**src/rtl/dl_lshift_arb_pkg.sv**
```systemverilog
// rtl/dl_lshift_arb_pkg.sv - shared width helpers and defaults for the shared left-shift arbiter
package dl_lshift_arb_pkg;

    localparam int DEFAULT_NUM_BITS = 32;
    localparam int DEFAULT_NUM_REQ  = 4;

    // Index width for n items; never below 1 so degenerate widths still elaborate.
    function automatic int idx_bits(input int n);
        return (n <= 2) ? 1 : $clog2(n);
    endfunction

endpackage

```
**src/rtl/dl_lshift.sv**
```systemverilog
// rtl/dl_lshift.sv - zero-filling logical left shift, result truncated to operand width
module dl_lshift
    import dl_lshift_arb_pkg::*;
#(
    parameter  int NUM_BITS       = DEFAULT_NUM_BITS,
    localparam int NUM_SHIFT_BITS = idx_bits(NUM_BITS)
) (
    input  logic [NUM_BITS-1:0]       a,
    input  logic [NUM_SHIFT_BITS-1:0] shift,
    output logic [NUM_BITS-1:0]       y
);

    assign y = a << shift;

endmodule

```
**src/rtl/dl_rr_arb.sv**
```systemverilog
// rtl/dl_rr_arb.sv - combinational round-robin arbiter: first requester at or after ptr wins
module dl_rr_arb
    import dl_lshift_arb_pkg::*;
#(
    parameter  int NUM_REQ = DEFAULT_NUM_REQ,
    localparam int ID_BITS = idx_bits(NUM_REQ)
) (
    input  logic [NUM_REQ-1:0] req,
    input  logic [ID_BITS-1:0] ptr,
    input  logic               en,
    output logic [NUM_REQ-1:0] gnt,
    output logic [ID_BITS-1:0] gnt_id
);

    logic found;
    int   idx;

    always_comb begin
        gnt    = '0;
        gnt_id = '0;
        found  = 1'b0;
        idx    = 0;
        for (int k = 0; k < NUM_REQ; k++) begin
            idx = int'(ptr) + k;
            if (idx >= NUM_REQ) begin
                idx = idx - NUM_REQ;
            end
            if (en && !found && req[idx]) begin
                found    = 1'b1;
                gnt[idx] = 1'b1;
                gnt_id   = ID_BITS'(idx);
            end
        end
    end

endmodule

```
**src/rtl/dl_lshift_arb.sv**
```systemverilog
// rtl/dl_lshift_arb.sv - round-robin sharing of one left shifter with a one-entry response slot
module dl_lshift_arb
    import dl_lshift_arb_pkg::*;
#(
    parameter  int NUM_BITS       = DEFAULT_NUM_BITS,
    parameter  int NUM_REQ        = DEFAULT_NUM_REQ,
    localparam int NUM_SHIFT_BITS = idx_bits(NUM_BITS),
    localparam int ID_BITS        = idx_bits(NUM_REQ)
) (
    input  logic                              clk,
    input  logic                              rst,
    input  logic [NUM_REQ-1:0]                req_valid,
    output logic [NUM_REQ-1:0]                req_ready,
    input  logic [NUM_REQ*NUM_BITS-1:0]       req_a,
    input  logic [NUM_REQ*NUM_SHIFT_BITS-1:0] req_shift,
    output logic                              resp_valid,
    input  logic                              resp_ready,
    output logic [NUM_BITS-1:0]               resp_data,
    output logic [ID_BITS-1:0]                resp_id
);

    logic                      resp_valid_q, resp_valid_d;
    logic [NUM_BITS-1:0]       resp_data_q,  resp_data_d;
    logic [ID_BITS-1:0]        resp_id_q,    resp_id_d;
    logic [ID_BITS-1:0]        rr_ptr_q,     rr_ptr_d;

    logic                      slot_free;
    logic                      arb_en;
    logic [NUM_REQ-1:0]        gnt;
    logic [ID_BITS-1:0]        gnt_id;
    logic                      xfer;
    logic [NUM_BITS-1:0]       sel_a;
    logic [NUM_SHIFT_BITS-1:0] sel_shift;
    logic [NUM_BITS-1:0]       shifted;

    // Draining and refilling the slot in the same cycle keeps one result per cycle.
    assign slot_free = !resp_valid_q || resp_ready;
    assign arb_en    = slot_free && !rst;

    dl_rr_arb #(
        .NUM_REQ (NUM_REQ)
    ) u_arb (
        .req    (req_valid),
        .ptr    (rr_ptr_q),
        .en     (arb_en),
        .gnt    (gnt),
        .gnt_id (gnt_id)
    );

    assign req_ready = gnt;
    assign xfer      = |gnt;

    always_comb begin
        sel_a     = req_a[int'(gnt_id)*NUM_BITS +: NUM_BITS];
        sel_shift = req_shift[int'(gnt_id)*NUM_SHIFT_BITS +: NUM_SHIFT_BITS];
    end

    dl_lshift #(
        .NUM_BITS (NUM_BITS)
    ) u_lshift (
        .a     (sel_a),
        .shift (sel_shift),
        .y     (shifted)
    );

    always_comb begin
        resp_valid_d = resp_valid_q;
        resp_data_d  = resp_data_q;
        resp_id_d    = resp_id_q;
        rr_ptr_d     = rr_ptr_q;
        if (xfer) begin
            resp_valid_d = 1'b1;
            resp_data_d  = shifted;
            resp_id_d    = gnt_id;
            rr_ptr_d     = (gnt_id == ID_BITS'(NUM_REQ - 1)) ? '0 : gnt_id + ID_BITS'(1);
        end else if (resp_ready) begin
            resp_valid_d = 1'b0;
        end
    end

    always_ff @(posedge clk) begin
        if (rst) begin
            resp_valid_q <= 1'b0;
            resp_data_q  <= '0;
            resp_id_q    <= '0;
            rr_ptr_q     <= '0;
        end else begin
            resp_valid_q <= resp_valid_d;
            resp_data_q  <= resp_data_d;
            resp_id_q    <= resp_id_d;
            rr_ptr_q     <= rr_ptr_d;
        end
    end

    assign resp_valid = resp_valid_q;
    assign resp_data  = resp_data_q;
    assign resp_id    = resp_id_q;

endmodule

```
**config.mk**
```make
export PLATFORM = sky130hd
export DESIGN_NAME = dl_lshift_arb
export DESIGN_NICKNAME = d
export VERILOG_FILES = /design/src/rtl/dl_lshift_arb_pkg.sv /design/src/rtl/dl_lshift.sv /design/src/rtl/dl_rr_arb.sv /design/src/rtl/dl_lshift_arb.sv
export SDC_FILE = /design/constraint.sdc
export NUM_CORES = 1
export LEC_CHECK = 0
export ABC_AREA = 1
export CORE_UTILIZATION = 45
export DETAILED_ROUTE_END_ITERATION = 16
export PLACE_DENSITY = 0.82
export RECOVER_POWER = 100
export SETUP_SLACK_MARGIN = 0.05
export SYNTH_ARGS = -nofsm -noshare
export SYNTH_HDL_FRONTEND = slang
export SYNTH_SLANG_ARGS = --single-unit
export TNS_END_PERCENT = 5
```
**constraint.sdc**
```tcl
create_clock -name clk -period 6.33 [get_ports clk]
set_input_delay 1.266 -clock clk [delete_from_list [all_inputs] [get_ports clk]]
set_output_delay 1.266 -clock clk [all_outputs]
set_load 0.05 [all_outputs]
```
==> impl.org <==
** Drt
- The first detailed-routing pass ran for 5 iterations.
- Dividing the detail-routed via count by the number of cells gives 5.49.
- The final layout contains routed wiring with a total length of about 17000 um.
- Post-DR wirelength/cell :: between 10 and 15 um
- Vias after detailed routing :: about 6600
- Antenna Violating Nets Remaining :: 0
- DRC violation total after the first TritonRoute iteration :: a little under 800
- In the routed design, unresolved DRC markers number 0.

** Synthesis
- Synthesis produced 930 cells.
- In this run, distinct cell masters in the synthesized netlist total 30.
- Sequential share of the synthesized area :: 15.1%
- In this run, synthesis inferred 0 flip-flops with an integrated enable.
- The synthesized design contains 37 register bits.
- After synthesis, the mean cell area works out to around 5.3 um^2.
- YS warnings :: 0
- In the synthesized netlist the dominant register cell turns out to be sky130_fd_sc_hd__dfxtp_1.
- Of all flip-flops after synthesis, the portion carrying an async set or reset was 0%.
- Top-area cell type share of the netlist area :: 31.6%
- The number of nets in the synthesized netlist is around 1100.
- Area of the mapped netlist :: ~4900 um^2
- Largest cells by area after synthesis :: sky130_fd_sc_hd__nand3_1 (32%), sky130_fd_sc_hd__nand2_1 (26%), sky130_fd_sc_hd__dfxtp_1 (15%)
- sky130_fd_sc_hd__nand3_1 takes more of the synthesized area than any other cell.

** Die
- Total die area :: 11300 um^2
- Count of boundary I/O pins :: roughly 190
- For this configuration, the core starts out at a cell density of 47.0%.
- Vert. Die Dim :: roughly 110 um
- Row generation in the floorplan step produced 37 rows.
- The die is ~110 um wide.
- Area of the core :: between 10000 and 15000 um^2

** STA
- Headroom to the max-slew limit came out at between 20% and 30%.
- WHS :: ~0.46 ns
- Pins over their slew limit :: 0
- F_max :: about 190 MHz
- Final Hold Viols :: 0
- For the pin with the worst max-slew slack, the measured transition is ~1.2 ns.
- Period utilization :: between 80% and 90%
- Min cycle time layout :: 5.38 ns
- Setup repair after global routing left no endpoint under its margin.
- Setup violations remaining at the end of the flow were counted as 0.
- Worst-case clock skew :: 0.00120 ns
- Setup TNS after final layout :: 0 ns

** Clock tree
- Counting every sink on the clock net gives 37.
- After clock tree synthesis, the flow added hold-fix buffers numbering 0.
- Clock root buffer :: sky130_fd_sc_hd__clkbuf_8
- After clock tree synthesis, the clock-pin slew on the worst setup and hold paths is approximately 0.070 ns.
- TritonCTS built the clock tree.
- Buffers added to address setup during post-CTS repair amount to 0.
- The number of gates resized after CTS was 0.
- The clock passes through at most 2 buffers.
- Counting the buffers created by CTS gives 5.
- The H-tree was split into 2 levels.
- The clock reaches the later pin of the worst-skew pair after around 0.28 ns.

** Cells and area
- Fill cell count :: 1049
- Multi-input gate area :: approximately 3500 um^2
- Leaving out fill and tap cells, the most frequent cells in the layout are sky130_fd_sc_hd__nand2_1 (345), sky130_fd_sc_hd__nand3_1 (311), sky130_fd_sc_hd__clkdlybuf4s50_1 (154), sky130_fd_sc_hd__inv_1 (61), sky130_fd_sc_hd__dlygate4sd3_1 (39).
- In the final layout, the share of cells above drive strength 1 is around 3.2%.
- The number of antenna diodes in the final layout is 0.
- Area of all sequential standard cells :: 741 um^2
- For this run, the post-layout net count is about 1200.
- Final instance count without filler cells :: about 1200
- The library cell used most frequently in the layout, excluding fill and tap cells, is sky130_fd_sc_hd__nand2_1.
- At the end of the flow the core is filled with cells to approximately 65%.
- Post-route cell area :: around 6800 um^2
- Area growth, synth to finish :: 37.5%

** Critical path
- In this run the worst path has a maximum fanout of 36.
- The worst register-to-register path begins at rr_ptr_q[0]$_SDFFE_PP0P_.
- First element of the critical path :: rst
- The most numerous cell type found on the critical path is sky130_fd_sc_hd__nand2_1.
- STA classifies the critical path startpoint as an input pin.
- End point of the critical path :: resp_data[31]$_SDFFE_PP0P_
- R2R depth :: 22
- At the worst endpoint, the arrival time is ~5.6 ns.
- Cells along the critical path :: clkdlybuf4s50_1, buf_4, nor2_1, nand3_1, nor2_4, nor2_1, nand2_2, nand2_1, inv_2, nand2_1, nand2_1, inv_1, a32oi_4, inv_2, nand3_1, nand2_1, nand2_1, nand3_1, nand2_1, inv_1
- The setup check on the worst reg-to-reg path leaves a slack of ~1.4 ns.
- By startpoint and endpoint, the worst setup path is classified as input pin to flip-flop.
- STA puts the critical path data required time at ~6.5 ns.
- STA classifies the critical path endpoint as a flip-flop.
- In this design, the stage delay of the slowest critical-path cell is about 0.7 ns.
- The slowest stage of the critical path is the sky130_fd_sc_hd__a32oi_4 cell.
- Endpoint of the most critical register-to-register path :: resp_data[31]$_SDFFE_PP0P_

** Pwr
- Leakage power :: 0.00331 uW
- The worst-case IR drop observed on VDD is just over 0.0003 V.
- In this run the power density over the cells is 615 nW/um^2.

** GRT
- Global routing finished with a remaining overflow of 0.
- Number of antenna violations at the first check in global routing :: 0
- Global Route Usage Sum :: 30.0%
- Global-route wire length before repair :: roughly 28000 um
- The number of global-route vias before repair is 5898.
- Entering global routing, the biggest net connects 67 pins.

** Job
- Number of maximum-capacitance violations :: 0

** Placed design
- Number of cells in the design after placement :: ~1200
- Summing all placed instances gives a cell area of ~6700 um^2.
- At the end of routability-driven placement, the weighted congestion stood at 0.948.
- The count of buffers added on input and output ports is between 150 and 200.
- After legalization and detailed placement, the total HPWL measured ~13000 um.

** Run status
- Result of the run :: finished clean

** Hold path
- Path class of the lowest-slack min-delay path :: flip-flop to flip-flop
[worst min-delay path by stage]
stage,endpoint,depth (start not counted),startpoint
6_report,resp_data[5]$_SDFFE_PP0P_,2,resp_data[5]$_SDFFE_PP0P_
5_1_grt,resp_data[13]$_SDFFE_PP0P_,2,resp_data[13]$_SDFFE_PP0P_
4_1_cts,resp_data[4]$_SDFFE_PP0P_,2,resp_data[4]$_SDFFE_PP0P_
3_3_place_gp,resp_data[4]$_SDFFE_PP0P_,2,resp_data[4]$_SDFFE_PP0P_
2_1_floorplan,rr_ptr_q[0]$_SDFFE_PP0P_,2,rr_ptr_q[0]$_SDFFE_PP0P_
3_5_place_dp,resp_data[4]$_SDFFE_PP0P_,2,resp_data[4]$_SDFFE_PP0P_
[sequential cells by signal, indices dropped and copies added, names as in the netlist]
register / cells
resp_id: 2
rr_ptr_q: 2
resp_valid: 1
resp_data: 32
[per-layer routing]
layer | up-vias | track usage (%) | routed length (um)
met5 | - | 0 | 0
met4 | 0 | 8.61 | 415
met3 | 38 | 4.72 | 1290
met2 | 310 | 51.6 | 8270
met1 | 2942 | 38.4 | 7150
li1 | 3349 | - | -
[logic make-up after synthesis]
family / synth area share (%)
flops: 15.1
fa+ha+maj: 2.29
simple gates: 63.5
buf+inv: 13.2
compound gates: 5.96
[layout make-up]
| cell class | instances | share of cell area, % |
|---|---|---|
| Clock buffer | 6 | 1.07 |
| Clock inverter | 2 | 0.148 |
| Inverter | 69 | 3.83 |
| Multi-Input combinational cell | 758 | 52.0 |
| Sequential cell | 37 | 11.0 |
| Tap cell | 136 | 2.52 |
| Timing Repair Buffer | 202 | 29.5 |
[through the flow]
stage	worst slack (ns)	total power (uW)
2_1_floorplan	2.35	3260
3_3_place_gp	1.15	3960
3_5_place_dp	1.12	3970
4_1_cts	1.41	4140
5_1_grt	0.458	4610
6_report	0.949	4160
[power breakdown]
part           switching, uW  internal [uW]
Combinational           2540           1110
Sequential              42.3            308
Clock                   78.7           76.2
[critical path: cells and delay by family]
kind                   cells  cell delay, ns
and+or+nand+nor           13            2.00
AOI/OAI and AO/OA          1            0.70
buffers and inverters      6            1.58
[cell usage after synthesis (5+ instances only)]
cell and instances:
sky130_fd_sc_hd__inv_2 7, sky130_fd_sc_hd__nand3b_1 12, sky130_fd_sc_hd__nand2_2 8, sky130_fd_sc_hd__nand2_1 345, sky130_fd_sc_hd__a21oi_1 25, sky130_fd_sc_hd__nor2_1 16, sky130_fd_sc_hd__ha_1 9, sky130_fd_sc_hd__clkbuf_1 8
sky130_fd_sc_hd__o21ai_0 8, sky130_fd_sc_hd__dfxtp_1 37, sky130_fd_sc_hd__buf_6 5, sky130_fd_sc_hd__inv_1 61, sky130_fd_sc_hd__buf_2 32, sky130_fd_sc_hd__nand3_1 310, sky130_fd_sc_hd__buf_4 17
No activity file was read; power rests on OpenSTA's default activity.
